$ cat config.mk
export PLATFORM = sky130hd
export DESIGN_NAME = prg_frame_sched_flat
export DESIGN_NICKNAME = d
export VERILOG_FILES = /design/src/rtl/prg_frame_sched_pkg.sv /design/src/rtl/prg_frame_sched_if.sv /design/src/rtl/prg_credit_cnt.sv /design/src/rtl/prg_frame_sched.sv /design/src/flat_wrapper.sv
export SDC_FILE = /design/constraint.sdc
export NUM_CORES = 2
export LEC_CHECK = 0
export ABC_CLOCK_PERIOD_IN_PS = 2200
export BUFFER_PORTS_ARGS = -buffer_cell sky130_fd_sc_hd__buf_2
export CORE_AREA = 2 2 363 365
export DETAILED_ROUTE_END_ITERATION = 6
export DIE_AREA = 0 0 365 367
export PLACE_DENSITY = 0.55
export SLEW_MARGIN = 20
export SYNTH_ARGS = -nofsm -noshare
export SYNTH_HDL_FRONTEND = slang
export SYNTH_SLANG_ARGS = --single-unit
$ cat constraint.sdc
create_clock -name clk -period 2.2 [get_ports clk]
set_input_delay 0.11 -clock clk [delete_from_list [all_inputs] [get_ports clk]]
set_output_delay 0.11 -clock clk [all_outputs]
set_load 0.02 [all_outputs]
$ cat src/rtl/prg_frame_sched_pkg.sv
// rtl/prg_frame_sched_pkg.sv - shared ray-tracer types and frame-scheduler constants
package prg_frame_sched_pkg;

    typedef logic [31:0] float_t;

    typedef struct packed {
        float_t x;
        float_t y;
        float_t z;
    } vector_t;

    // Field order E,U,V,W,D,pw is relied on wherever a camera is packed/unpacked.
    typedef struct packed {
        vector_t E;
        vector_t U;
        vector_t V;
        vector_t W;
        float_t  D;
        float_t  pw;
    } camera_t;

    typedef struct packed {
        vector_t org;
        vector_t dir;
    } prg_ray_t;

    localparam int PRG_MAX_OUT = 64;
    localparam int PRG_SKID    = 4;

    typedef enum logic [2:0] {
        ST_IDLE,
        ST_LOAD,
        ST_ARM,
        ST_RUN,
        ST_DRAIN
    } sched_state_t;

    function automatic int cred_width(input int max_out);
        return $clog2(max_out + 1);
    endfunction

endpackage

$ cat src/rtl/prg_frame_sched_if.sv
// rtl/prg_frame_sched_if.sv - host camera packet handshake
interface prg_frame_sched_if;
    import prg_frame_sched_pkg::*;

    logic    cam_valid;
    logic    cam_ready;
    camera_t cam_in;

    modport master (output cam_valid, output cam_in, input cam_ready);
    modport slave  (input cam_valid, input cam_in, output cam_ready);
endinterface

$ cat src/rtl/prg_credit_cnt.sv
// rtl/prg_credit_cnt.sv - outstanding-item credit counter with early stall and sticky error
module prg_credit_cnt
    import prg_frame_sched_pkg::*;
#(
    parameter int MAX_OUT = PRG_MAX_OUT,
    parameter int SKID    = PRG_SKID,
    parameter int CW      = $clog2(PRG_MAX_OUT + 1)
) (
    input  logic          clk,
    input  logic          rst,
    input  logic          inc,
    input  logic          dec,
    output logic [CW-1:0] count,
    output logic          stall,
    output logic          err
);
    localparam logic [CW-1:0] MAX_C = CW'(MAX_OUT);
    localparam logic [CW-1:0] TH_C  = CW'(MAX_OUT - SKID);

    logic [CW-1:0] cnt_d;
    logic          err_d;

    always_comb begin
        cnt_d = count;
        err_d = err;
        case ({inc, dec})
            2'b10: begin
                if (count == MAX_C) err_d = 1'b1;
                else                cnt_d = count + 1'b1;
            end
            2'b01: begin
                if (count == '0) err_d = 1'b1;
                else             cnt_d = count - 1'b1;
            end
            default: ;
        endcase
    end

    // Stall is registered from the next count so it tracks the visible count exactly.
    always_ff @(posedge clk) begin
        if (!rst) begin
            count <= '0;
            stall <= 1'b0;
            err   <= 1'b0;
        end else begin
            count <= cnt_d;
            stall <= (cnt_d >= TH_C);
            err   <= err_d;
        end
    end
endmodule

$ cat src/rtl/prg_frame_sched.sv
// rtl/prg_frame_sched.sv - frame controller for prg_top: camera shadowing, start, credits, completion
module prg_frame_sched
    import prg_frame_sched_pkg::*;
#(
    parameter int MAX_OUT = PRG_MAX_OUT,
    parameter int SKID    = PRG_SKID,
    parameter int FCW     = 16
) (
    input  logic                clk,
    input  logic                rst,
    prg_frame_sched_if.slave    cam,
    input  logic                frame_req,
    input  logic                cont_mode,
    input  logic                v1,
    output vector_t             E,
    output vector_t             U,
    output vector_t             V,
    output vector_t             W,
    output float_t              D,
    output float_t              pw,
    output logic                prg_start,
    input  logic                prg_idle,
    input  logic                prg_done,
    input  logic                prg_ray_valid,
    input  logic                ray_retire,
    output logic                prg_stall,
    output logic                frame_busy,
    output logic                frame_done,
    output logic [FCW-1:0]      frame_cnt,
    output logic                cred_err
);
    localparam int CW = cred_width(MAX_OUT);

    sched_state_t  state, state_d;
    camera_t       shadow_q, active_q;
    logic          pending, have_cam;
    logic [CW-1:0] outstanding;
    logic          accept;

    assign cam.cam_ready = ~pending;
    assign accept        = cam.cam_valid & ~pending;

    assign E  = active_q.E;
    assign U  = active_q.U;
    assign V  = active_q.V;
    assign W  = active_q.W;
    assign D  = active_q.D;
    assign pw = active_q.pw;

    assign frame_busy = (state != ST_IDLE);

    prg_credit_cnt #(
        .MAX_OUT (MAX_OUT),
        .SKID    (SKID),
        .CW      (CW)
    ) u_cred (
        .clk   (clk),
        .rst   (rst),
        .inc   (prg_ray_valid),
        .dec   (ray_retire),
        .count (outstanding),
        .stall (prg_stall),
        .err   (cred_err)
    );

    always_comb begin
        state_d    = state;
        prg_start  = 1'b0;
        frame_done = 1'b0;
        case (state)
            ST_IDLE: begin
                if ((frame_req || cont_mode) && (pending || have_cam)) state_d = ST_LOAD;
            end
            ST_LOAD: state_d = ST_ARM;
            ST_ARM: begin
                if (v1 && prg_idle) begin
                    prg_start = 1'b1;
                    state_d   = ST_RUN;
                end
            end
            ST_RUN: begin
                if (prg_done) state_d = ST_DRAIN;
            end
            ST_DRAIN: begin
                if (outstanding == '0) begin
                    frame_done = 1'b1;
                    state_d    = ST_IDLE;
                end
            end
            default: state_d = ST_IDLE;
        endcase
    end

    // Accept needs pending==0 and LOAD copy needs pending==1, so they never collide.
    always_ff @(posedge clk) begin
        if (!rst) begin
            state     <= ST_IDLE;
            shadow_q  <= '0;
            active_q  <= '0;
            pending   <= 1'b0;
            have_cam  <= 1'b0;
            frame_cnt <= '0;
        end else begin
            state <= state_d;
            if (accept) begin
                shadow_q <= cam.cam_in;
                pending  <= 1'b1;
            end
            if (state == ST_LOAD && pending) begin
                active_q <= shadow_q;
                pending  <= 1'b0;
                have_cam <= 1'b1;
            end
            if (frame_done) frame_cnt <= frame_cnt + 1'b1;
        end
    end
endmodule

$ cat src/flat_wrapper.sv
// flat-port wrapper written by rule: the top's interface ports become plain ports
module prg_frame_sched_flat import prg_frame_sched_pkg::*;
#(
    parameter int MAX_OUT = PRG_MAX_OUT,
    parameter int SKID    = PRG_SKID,
    parameter int FCW     = 16
)
  (clk, rst, frame_req, cont_mode, v1, E, U, V, W, D, pw, prg_start, prg_idle, prg_done, prg_ray_valid, ray_retire, prg_stall, frame_busy, frame_done, frame_cnt, cred_err, cam_cam_valid, cam_cam_in, cam_cam_ready);
  prg_frame_sched_if cam_i ();
  input  logic clk;
  input  logic rst;
  input  logic frame_req;
  input  logic cont_mode;
  input  logic v1;
  output vector_t E;
  output vector_t U;
  output vector_t V;
  output vector_t W;
  output float_t D;
  output float_t pw;
  output logic prg_start;
  input  logic prg_idle;
  input  logic prg_done;
  input  logic prg_ray_valid;
  input  logic ray_retire;
  output logic prg_stall;
  output logic frame_busy;
  output logic frame_done;
  output logic [FCW-1:0] frame_cnt;
  output logic cred_err;
  input wire logic [$bits(cam_i.cam_valid)-1:0] cam_cam_valid;
  input wire logic [$bits(cam_i.cam_in)-1:0] cam_cam_in;
  output wire logic [$bits(cam_i.cam_ready)-1:0] cam_cam_ready;
  assign cam_i.cam_valid = cam_cam_valid;
  assign cam_i.cam_in = cam_cam_in;
  assign cam_cam_ready = cam_i.cam_ready;
  prg_frame_sched #(.MAX_OUT(MAX_OUT), .SKID(SKID), .FCW(FCW)) u_core (.clk(clk), .rst(rst), .cam(cam_i), .frame_req(frame_req), .cont_mode(cont_mode), .v1(v1), .E(E), .U(U), .V(V), .W(W), .D(D), .pw(pw), .prg_start(prg_start), .prg_idle(prg_idle), .prg_done(prg_done), .prg_ray_valid(prg_ray_valid), .ray_retire(ray_retire), .prg_stall(prg_stall), .frame_busy(frame_busy), .frame_done(frame_done), .frame_cnt(frame_cnt), .cred_err(cred_err));
endmodule
==> results.md <==
| Metric | Reported | Unit |
| --- | --- | --- |
| Clock tree skew after final layout | 0.0267 | ns |
| Number of enable-type register cells in the synthesized netlist | 0 | - |
| Library cell contributing the largest single delay on the critical path | sky130_fd_sc_hd__dlygate4sd3_1 | - |
| Critical Path Start Type | flip-flop | - |
| Arrival time of the worst setup path | 2.69 | ns |
| Syn Nets | 4565 | - |
| Cts bufs inserted | 100 | - |
| Count of final hold-check violations | 0 | - |
| Placeable core region | 130000 | µm² |
| Sequential group share of total power | 0.460 | - |
| Clock latency on the worst-skew pair | 0.69 | ns |
| DRC Markers | 0 | - |
| Fin nets | 5903 | - |
| Remaining antenna violation count | 0 | - |
| Critical register-to-register path startpoint | u_core.pending | - |
| DRT Wirelength | 117 | mm |
| Gate count after technology mapping | 4102 | - |
| Die area | 134000 | µm² |
| Die Y-Extent | 367 | µm |
| Average wire per cell in the routed design | 16.0 | µm |
| Most used DFF post-synth | sky130_fd_sc_hd__dfxtp_1 | - |
| Maximum buffer depth of the clock tree | 3 | - |
| Cell-by-cell trace of the critical path | buf_4 > nor2b_4 > buf_12 > buf_6 > nand2_1 > a21oi_1 > dlygate4sd3_1 | - |
| First drt pass iteration count | 5 | - |
| Utilization after layout | 0.364 | - |
| Initial standard-cell utilization of the core | 0.246 | - |
| Hold_sp | ray_retire | - |
| Final setup TNS | 0 | ns |
| CTS clock-pin slew for the worst setup and hold paths | 0.06 | ns |
| Sequential cell area fraction in the yosys report | 0.576 | - |
| Layout Area Growth over Synthesis | 47.6 | % |
| Via count of the first global-routing pass | 31200 | - |
| Share of Yosys cell area claimed by the top area cell type | 0.576 | - |
| Depth of the CTS H-tree | 3 | - |
| Portion of total power attributed to the clock network | 0.450 | - |
| Worst slew margin relative to its limit | 0.628 | - |
| First-iteration detailed-routing DRC count | 2069 | - |
| Slew Limit Fails | 0 | - |
| Unrepaired setup endpoints after global routing | no | - |
| Proportion of power drawn by combinational gates | 0.090 | - |
| Switch Pwr | 9.29 | mW |
| Dominant cell type by area after synthesis | sky130_fd_sc_hd__dfxtp_1 | - |
| Share of final-layout standard cells stronger than drive strength 1 | 0.224 | - |
| Maximum resistive drop on vdd | 0.660 | mV |
| Top-count cell post-synth | sky130_fd_sc_hd__nand2_1 | - |
| Std-Cell Rows | 133 | - |
| Outcome | finished clean | - |
| Pin count of the biggest net entering global routing | 121 | - |
| Post-route worst hold slack | 0.124 | ns |
| Worst-margin pin slew | 0.558 | ns |
| Number of port buffers | 927 | - |
| Global routing usage summed across all routing layers | 0.165 | - |
| Portion of the clock cycle consumed by the worst path in the final layout | 0.936 | - |
| Switch share | 0.242 | - |
| Pleak | 19.5 | nW |
| CP Class | reg2reg | - |
| Count of state elements after synthesis | 926 | - |
| Clock sink total | 926 | - |
| Boundary pin count | 928 | - |
| Slowest cell delay on critical path | 0.55 | ns |
| Max Freq | 486 | MHz |
| Clock tree from TritonCTS | done | - |
| Top cells by area, synth | sky130_fd_sc_hd__dfxtp_1 (58%), sky130_fd_sc_hd__nand2_1 (21%), sky130_fd_sc_hd__a21oi_1 (14%), sky130_fd_sc_hd__clkbuf_1 (2.4%), sky130_fd_sc_hd__buf_2 (1.5%) | - |
| Internal power consumption | 29.0 | mW |
| Hpwl dp | 79.5 | mm |
| Async S/R FF share, synth | 0 | - |
| Biggest fanout along the worst timing path | 36 | - |
| Worst hold path class | in2reg | - |
| Top cells by count, synth | sky130_fd_sc_hd__nand2_1 (1806), sky130_fd_sc_hd__dfxtp_1 (926), sky130_fd_sc_hd__a21oi_1 (904), sky130_fd_sc_hd__clkbuf_1 (206), sky130_fd_sc_hd__buf_2 (95) | - |
| Final setup vio count | 0 | - |
| Count of cell types in the netlist | 57 | - |
| Required time at the worst-slack endpoint | 2.83 | ns |
| Count of warnings emitted by yosys | 0 | - |
| Pwr dens | 807 | nW/µm² |
| Clock root buffer master | sky130_fd_sc_hd__clkbuf_16 | - |
| Post-Synthesis Cell Area | 32200 | µm² |
| Worst Setup SP | u_core.pending | - |
| Number of maximum-capacitance constraint violations | 0 | - |
| Remaining global-route overflow | 0 | - |
| Endpoint class of the critical path | flip-flop | - |
| Final critical path time including I/O delays and setup | 2.06 | ns |
| Mean instance size in the synthesized netlist | 7.84 | µm² |
| Number of antenna violations at the first check in global routing | 6 | - |
| GPL Wtd Cong | 0.865 | - |
| Detail-routed via count per cell | 4.41 | - |
| Vias after detailed routing | 32100 | - |
| First-pass GRT wire length | 175 | mm |
| Width of the die | 365 | µm |
## placed cells by master (no fill, tap or decap), types with 5 or more instances in the layout
master                          synthesis  routed
sky130_fd_sc_hd__clkinv_2               0       5
sky130_fd_sc_hd__buf_12                 0      35
sky130_fd_sc_hd__a31oi_1                5       5
sky130_fd_sc_hd__diode_2                0       5
sky130_fd_sc_hd__dfxtp_1              926     925
sky130_fd_sc_hd__clkbuf_8               0      26
sky130_fd_sc_hd__nand3_1                7       7
sky130_fd_sc_hd__o21ai_0                8       8
sky130_fd_sc_hd__a21oi_1              904     903
sky130_fd_sc_hd__ha_1                   5       5
sky130_fd_sc_hd__dlygate4sd3_1          0     482
sky130_fd_sc_hd__nand4_1                7       7
sky130_fd_sc_hd__buf_4                  0     102
sky130_fd_sc_hd__inv_1                 15      15
sky130_fd_sc_hd__nand2_1             1806    1805
sky130_fd_sc_hd__xnor2_1                8       8
sky130_fd_sc_hd__nor3_1                10      10
sky130_fd_sc_hd__nor2_1                30      30
sky130_fd_sc_hd__clkbuf_16              0     104
sky130_fd_sc_hd__bufinv_16              0       5
sky130_fd_sc_hd__buf_2                 95     927
sky130_fd_sc_hd__clkbuf_1             206      30
## final timing paths
check        slack [ns]                endpoint  cells after the start
min                0.12  u_core.u_cred.count[4]                      5
max                0.14    u_core.shadow_q[205]                      7
max reg2reg        0.14    u_core.shadow_q[205]                      7
min reg2reg        0.44            u_core.E[16]                      2
## cells by family (layout without fill, tap and decap cells)
logic type,Yosys count,count (layout),synth area share
compound gates,936,936,0.148
xor+xnor,9,9,0.00245
fa+ha+maj,5,5,0.00195
buf+inv,328,1744,0.0422
flops,926,926,0.576
mux,5,5,0.00160
other cells,0,5,0
simple gates,1893,1893,0.227
## metal layers
metal / track usage / vias up / share of wire
met2: 0.272 / 1060 / 0.46
met5: 0 / - / 0.00018
met4: 0.0740 / 4 / 0.039
met1: 0.197 / 14900 / 0.41
li1: - / 15900 / -
met3: 0.0496 / 229 / 0.084
## cell type report
| type | instances | area (µm²) |
|---|---|---|
| fill | 13600 | 83000 |
| sequential | 926 | 18500 |
| multi-input combinational | 2848 | 12300 |
| timing repair buffer | 1548 | 11000 |
| clock buffer | 159 | 3050 |
| tap | 1755 | 2200 |
| clock inverter | 21 | 337 |
| inverter | 16 | 67.6 |
| antenna | 5 | 12.5 |
## per-stage QoR
stage,setup slack [ns],instances,power [mW],area [µm²]
final,0.142,7278,38.3,47500
after global routing,0.0142,7277,39.8,47500
after CTS,0.0153,7272,38.7,47400
after detailed placement,0.169,6608,20.7,39200
after global placement,0.164,6608,20.7,39200
after floorplan,0.141,4102,19.4,32200
## repair_timing
action | in CTS | in global routing
hold buffers | 482 | 0
setup endpoints to repair | 1 | 10
setup buffers | 2 | 1
gates resized for setup | 0 | 5
cloned | 0 | 1
endpoints found under the hold margin | 464 | 0
## registers in the layout, summed over array words and instances, names as in the netlist
name                 flops
u_core.D                32
u_core.E                96
u_core.U                96
u_core.V                96
u_core.W                96
u_core.frame_cnt        16
u_core.have_cam          1
u_core.pending           1
u_core.pw               32
u_core.shadow_q        448
u_core.state             3
u_core.u_cred.count      7
u_core.u_cred.err        1
u_core.u_cred.stall      1
## worst max-delay path: cells and delay by family, from the launching register on
family          cells  cell delay, ns
simple gates        2            0.32
flops               1            0.31
buf+inv             4            1.15
compound gates      1            0.15
## power groups by stage
stage / combinational [mW] / clock, mW / sequential, mW
after global placement: 2.70 / 0 / 18.0
after global routing: 3.78 / 18.3 / 17.7
final: 3.45 / 17.2 / 17.6
after CTS: 3.44 / 17.7 / 17.6
after floorplan: 1.44 / 0 / 18.0
after detailed placement: 2.72 / 0 / 18.0
No activity file was read; power rests on OpenSTA's default activity.
